<file path="config.mk">
export PLATFORM = sky130hd
export DESIGN_NAME = ram_dumper
export DESIGN_NICKNAME = d
export VERILOG_FILES = /design/src/rtl/ram_dumper.sv
export SDC_FILE = /design/constraint.sdc
export NUM_CORES = 1
export LEC_CHECK = 0
export ABC_AREA = 1
export ABC_CLOCK_PERIOD_IN_PS = 4610
export CORE_MARGIN = 10
export CORE_UTILIZATION = 55
export CTS_CLUSTER_SIZE = 12
export DETAILED_ROUTE_END_ITERATION = 16
export DONT_BUFFER_PORTS = 1
export GPL_TIMING_DRIVEN = 0
export PLACE_DENSITY = 0.74
export SETUP_SLACK_MARGIN = 0.15
export SLEW_MARGIN = 20
export SYNTH_ARGS = -nofsm -noshare
export SYNTH_HDL_FRONTEND = slang
export SYNTH_SLANG_ARGS = --single-unit
</file>
<file path="constraint.sdc">
create_clock -name clk_i -period 4.61 [get_ports clk_i]
set_input_delay 0.6915 -clock clk_i [delete_from_list [all_inputs] [get_ports clk_i]]
set_output_delay 0.6915 -clock clk_i [all_outputs]
set_load 0.1 [all_outputs]
</file>
<file path="src/rtl/ram_dumper.sv">
// Streams a range of 32-bit RAM words out of a UART TX line, LSB byte first.
// Words are fetched one at a time from a wide, 1-cycle-latency read port.
module ram_dumper #(
    parameter int unsigned CLK_FREQ         = 50_000_000,
    parameter int unsigned BAUD_RATE        = 115200,
    parameter int unsigned RAM_DEPTH        = 32768,
    parameter int unsigned CACHE_LINE_WIDTH = 128
) (
    input  logic                         clk_i,
    input  logic                         rst_i,
    input  logic                         start_i,
    input  logic [$clog2(RAM_DEPTH)-1:0] base_addr_i,
    input  logic [15:0]                  word_count_i,
    output logic                         busy_o,
    output logic                         done_o,
    output logic [$clog2(RAM_DEPTH)-1:0] mem_addr_o,
    output logic                         mem_rd_en_o,
    input  logic [CACHE_LINE_WIDTH-1:0]  mem_rdata_i,
    output logic                         uart_tx_o
);
    localparam int unsigned WORD_WIDTH   = 32;
    localparam int unsigned AW           = $clog2(RAM_DEPTH);
    localparam int unsigned CLKS_PER_BIT = CLK_FREQ / BAUD_RATE;
    localparam int unsigned CNT_W        = (CLKS_PER_BIT > 1) ? $clog2(CLKS_PER_BIT) : 1;
    localparam int unsigned OFF_W        = $clog2(CACHE_LINE_WIDTH);

    localparam logic [2:0] IDLE = 3'd0;
    localparam logic [2:0] RD   = 3'd1;
    localparam logic [2:0] CAP  = 3'd2;
    localparam logic [2:0] TX   = 3'd3;
    localparam logic [2:0] DONE = 3'd4;

    logic [2:0]            state_q, state_d;
    logic [AW-1:0]         addr_q, addr_d;
    logic [15:0]           remaining_q, remaining_d;
    logic [WORD_WIDTH-1:0] shift_q, shift_d;
    logic [CNT_W-1:0]      baud_q, baud_d;
    logic [3:0]            bit_q, bit_d;
    logic [1:0]            byte_q, byte_d;
    logic                  tx_q, tx_d;
    logic                  busy_q, busy_d;
    logic                  done_q, done_d;
    logic                  rd_en_q, rd_en_d;
    logic [AW-1:0]         mem_addr_q, mem_addr_d;
    logic [OFF_W-1:0]      lane_off;

    // Bit offset of the addressed 32-bit lane within the fetched line
    assign lane_off = OFF_W'({addr_q[1:0], 5'b00000});

    always_ff @(posedge clk_i or posedge rst_i) begin
        if (rst_i) begin
            state_q     <= IDLE;
            addr_q      <= '0;
            remaining_q <= '0;
            shift_q     <= '0;
            baud_q      <= '0;
            bit_q       <= '0;
            byte_q      <= '0;
            tx_q        <= 1'b1;
            busy_q      <= 1'b0;
            done_q      <= 1'b0;
            rd_en_q     <= 1'b0;
            mem_addr_q  <= '0;
        end else begin
            state_q     <= state_d;
            addr_q      <= addr_d;
            remaining_q <= remaining_d;
            shift_q     <= shift_d;
            baud_q      <= baud_d;
            bit_q       <= bit_d;
            byte_q      <= byte_d;
            tx_q        <= tx_d;
            busy_q      <= busy_d;
            done_q      <= done_d;
            rd_en_q     <= rd_en_d;
            mem_addr_q  <= mem_addr_d;
        end
    end

    always_comb begin
        state_d     = state_q;
        addr_d      = addr_q;
        remaining_d = remaining_q;
        shift_d     = shift_q;
        baud_d      = baud_q;
        bit_d       = bit_q;
        byte_d      = byte_q;
        tx_d        = tx_q;
        mem_addr_d  = mem_addr_q;

        case (state_q)
            IDLE: begin
                if (start_i) begin
                    if (word_count_i != 16'd0) begin
                        addr_d      = base_addr_i;
                        remaining_d = word_count_i;
                        state_d     = RD;
                    end else begin
                        state_d = DONE;
                    end
                end
            end
            RD: state_d = CAP;
            CAP: begin
                shift_d = mem_rdata_i[lane_off +: WORD_WIDTH];
                baud_d  = '0;
                bit_d   = 4'd0;
                byte_d  = 2'd0;
                tx_d    = 1'b0;
                state_d = TX;
            end
            TX: begin
                if (baud_q == CNT_W'(CLKS_PER_BIT - 1)) begin
                    baud_d = '0;
                    if (bit_q == 4'd9) begin
                        bit_d = 4'd0;
                        if (byte_q == 2'd3) begin
                            byte_d      = 2'd0;
                            tx_d        = 1'b1;
                            remaining_d = remaining_q - 16'd1;
                            addr_d      = (addr_q == AW'(RAM_DEPTH - 1)) ? '0 : addr_q + AW'(1);
                            state_d     = (remaining_d != 16'd0) ? RD : DONE;
                        end else begin
                            byte_d = byte_q + 2'd1;
                            tx_d   = 1'b0;
                        end
                    end else begin
                        // Data bits consume the shift register LSB-first; slot 0 is the start bit
                        if (bit_q != 4'd0) begin
                            shift_d = shift_q >> 1;
                        end
                        bit_d = bit_q + 4'd1;
                        tx_d  = (bit_q == 4'd8) ? 1'b1 : shift_d[0];
                    end
                end else begin
                    baud_d = baud_q + CNT_W'(1);
                end
            end
            DONE: state_d = IDLE;
            default: state_d = IDLE;
        endcase

        busy_d  = (state_d == RD) || (state_d == CAP) || (state_d == TX);
        done_d  = (state_d == DONE);
        rd_en_d = (state_d == RD);
        if (state_d == RD) begin
            mem_addr_d = addr_d;
        end
    end

    assign busy_o      = busy_q;
    assign done_o      = done_q;
    assign mem_rd_en_o = rd_en_q;
    assign mem_addr_o  = mem_addr_q;
    assign uart_tx_o   = tx_q;

endmodule

</file>
==> results.md <==
- Mapped Area: 6650 um2
- Setup Buffers After CTS: 0
- Worst slew pin tran: 929 ps
- Post-DR wirelength/cell: 18.1 um
- Die footprint: 16,900 um2
- Row cnt: 40
- Post-Syn Instances: 954
- Max-slew violation count: 0
- Via count: 6,537
- GRT overflow: 0
- Max-slew headroom: 38.0%
- Synth area leaders: dfrtp_1, nand2_1, a21oi_1
- Power Density: 559 nW/um2
- CTS Sinks: 100
- Compound-Gate Fraction of Synth Area: 19.3%
- IO buf count: 0
- Clk_skew: 11.2 ps
- Final hold violation count: 0
- Yosys reg bits: 100
- Vias in the first global route: 6,448
- Pwr Total: 4.01 mW
- Initial Util: 55.9%
- Mux contribution to synthesized area: 0%
- CP endpoint kind: flip-flop
- Status: complete, no violations
- Clock slew at reported path FFs: 80 ps
- CTS Buffer Depth: 2
- Routed WL: 20.2 mm
- CTS tree: built
- Mapped Nets: 1,125
- Post-route core utilization: 60.2%
- Critical Path RT: 4910 ps
- Placed cells: 1,102
- Post-DP HPWL: 15.7 mm
- Remaining DRCs: 0
- Synth top area share: 37.2%
- Unrepaired setup endpoints after global routing: false
- Reg-to-Reg Start: remaining_q[0]
- Setup TNS: 0 ps
- Gp weighted congestion: 0.953
- Clock Tree Root: clkbuf_16
- RR Endpoint: mem_addr_o[7]
- Total GRT Usage: 23.6%
- Io pins: 181
- Post-synthesis simple-gate area fraction: 31.6%
- Adder-cell share of the synthesized area: 1.69%
- Peak VDD IR: 0.501 mV
- Clock latency at the later pin of the worst-skew pair: 360 ps
- Largest net degree at the start of global routing: 57
- Initial antenna violation count: 0
- First-pass GRT wire length: 32.2 mm
- Flop-to-flop setup slack: 2070 ps
- Worst path max stage delay: 390 ps
- Quantity of gates resized following cts: 0
- Largest family of logic cells by synthesized area: simple AND/OR/NAND/NOR gates
- Cells on worst reg2reg path: 15
- Antenna Nets Post-Route: 0
- YS warnings: 0
- Non-Filler Instances: 1,118
- Max Clk Rate: 394 MHz
- CTS Buf Count: 9
- Pleak: 3.56 nW
- Initial DRC count: 675
- Post-Synth XOR/XNOR Area: 1.45%
- Final setup fails: 0
- Worst-path fanout max: 10
- Die Wd: 130 um
- Die height: 130 um
- Fill cells: 1,145
- H-tree depth: 3
- Arr. time, crit path: 2830 ps
- Synthesized area per cell: 6.97 um2
- Core area: 11,900 um2
- Share of cells above drive strength 1: 10.1%
- DRT Pass-1 Iters: 8
- Crit Path Class: flip-flop to flip-flop
- Tmin final: 2540 ps
- Fin crit share: 55.0%
- Final net count: 1,137
- Slowest stage cell, crit path: dfrtp_1
- Hold Path Class: primary input to asynchronous set/reset pin
- CP Launch Type: flip-flop
- Worst-path cell chain: inv_1, ha_1, nand2_2, nor2_1, nand2_1, nand2_1, nand4_1, nor2_1, nand3_2, nand2_2, nand2_4, nand2_4, buf_8, nand2_1, nand2_1
- Area leader, netlist: dfrtp_1
- Avg Vias per Cell: 5.85
- MaxCap Viol Count: 0
- Post-synth cell types: 45
- Most frequent CP cell: nand2_1
- Area grow syn2layout: 7.84%
- Sequential-to-total area share from yosys stat: 37.6%
- Hold buffer count at cts: 0
- Diode count: 0
Yosys cell counts:
cell	count
ha_1	9
dfstp_2	1
buf_2	11
a31o_2	30
inv_1	79
o21ai_1	2
nand2_4	3
nor3_1	9
and3_1	1
nand4_1	7
nor2_1	59
nor2_4	4
nand2_1	330
inv_2	6
o31ai_1	1
nand2_2	8
o21ai_0	42
buf_8	1
nor4_1	3
o32ai_1	2
a21oi_1	66
buf_6	2
xor2_1	5
o41ai_1	1
a221oi_1	30
and2_1	1
o21bai_1	1
clkbuf_1	24
a22oi_1	2
or2_2	1
xnor2_1	6
nand3_2	2
o22ai_1	10
o21ai_2	1
a31oi_1	5
dfrtp_1	99
buf_1	9
nor2_2	9
nand3b_1	1
buf_4	1
clkinv_1	3
a21o_1	1
a22o_1	1
o211ai_1	4
nand3_1	61
state kept, by name, indices dropped and copies added (netlist names):
signal and flops:
byte_q 2, remaining_q 16, bit_q 4, busy_o 1, addr_q 15, shift_q 32
uart_tx_o 1, done_o 1, baud_q 9, state_q 3, mem_rd_en_o 1, mem_addr_o 15
worst max-delay path: cells and delay by family, from the launching register on:
kind,cells,cell delay [ps]
buffers and inverters,2,320
flip-flops,1,390
AND/OR/NAND/NOR,12,1440
adder cells (fa/ha/maj),1,320
per-layer routing:
metal	wire length, um	track usage (%)	up-vias
met3	1580	6.90	38
li1	-	-	3199
met4	454	5.29	0
met5	0	0	-
met1	8460	30.2	3057
met2	9730	38.8	243
cell usage in the layout (no fill, tap or decap), types with 2 or more instances in the layout:
master and count:
a21oi_1 66, nand3_2 2, o32ai_1 2, dfrtp_1 99, nand2_4 3, nor2_2 9, a221oi_1 30, inv_8 2
buf_1 9, clkbuf_1 24, ha_1 9, xor2_1 5, o22ai_1 10, xnor2_1 6, a22oi_1 2, o21ai_1 2
inv_6 2, a31o_2 30, nor4_1 3, o21ai_0 42, nor2_1 59, buf_2 11, inv_2 6, clkbuf_16 9
o211ai_1 4, nand2_1 330, nor2_4 4, a31oi_1 5, nand2_2 8, inv_1 78, buf_6 2, clkinv_8 2
clkinv_1 3, nor3_1 9, nand4_1 7, nand3_1 61
cell families (layout without fill, tap and decap cells):
| logic type | Yosys count | count (layout) |
|---|---|---|
| AO/OA/AOI/OAI | 199 | 199 |
| XOR/XNOR | 11 | 11 |
| adder cells (fa/ha/maj) | 9 | 9 |
| buffers and inverters | 136 | 153 |
| flip-flops | 100 | 100 |
| AND/OR/NAND/NOR | 499 | 499 |
final cells by class:
| class | count | area [um2] | area share, % |
|---|---|---|---|
| Multi-Input combinational cell | 718 | 3590 | 50.1 |
| Timing Repair Buffer | 1 | 27.5 | 0.384 |
| Inverter | 88 | 335 | 4.67 |
| Buffer | 48 | 224 | 3.12 |
| Tap cell | 147 | 184 | 2.56 |
| Clock inverter | 7 | 80.1 | 1.12 |
| Clock buffer | 9 | 225 | 3.14 |
| Sequential cell | 100 | 2500 | 34.9 |
power by group:
| part | internal [mW] | switching [mW] |
|---|---|---|
| logic | 0.477 | 0.902 |
| registers | 1.17 | 0.700 |
| clock network | 0.386 | 0.381 |
| total | 2.03 | 1.98 |
how the worst max path moves through the flow:
stage / from / to / slack [ps] / depth (start not counted)
after detailed placement: word_count_i[2] / remaining_q[11] / 1980 / 13
final: remaining_q[0] / mem_addr_o[7] / 2070 / 15
after CTS: remaining_q[0] / mem_addr_o[7] / 2070 / 15
after global placement: rst_i / mem_addr_o[5] / 190 / 1
after global routing: remaining_q[0] / mem_addr_o[14] / 1900 / 17
after floorplan: rst_i / addr_q[0] / 1300 / 1
stage by stage:
stage | hold slack (ps) | setup slack (ps) | instance area [um2]
2_1_floorplan | 449 | 1300 | 6650
3_3_place_gp | 463 | 194 | 6840
3_5_place_dp | 467 | 1980 | 6870
4_1_cts | 236 | 2070 | 7170
5_1_grt | 244 | 1900 | 7170
6_report | 217 | 2070 | 7170
No activity file was read; power rests on OpenSTA's default activity.
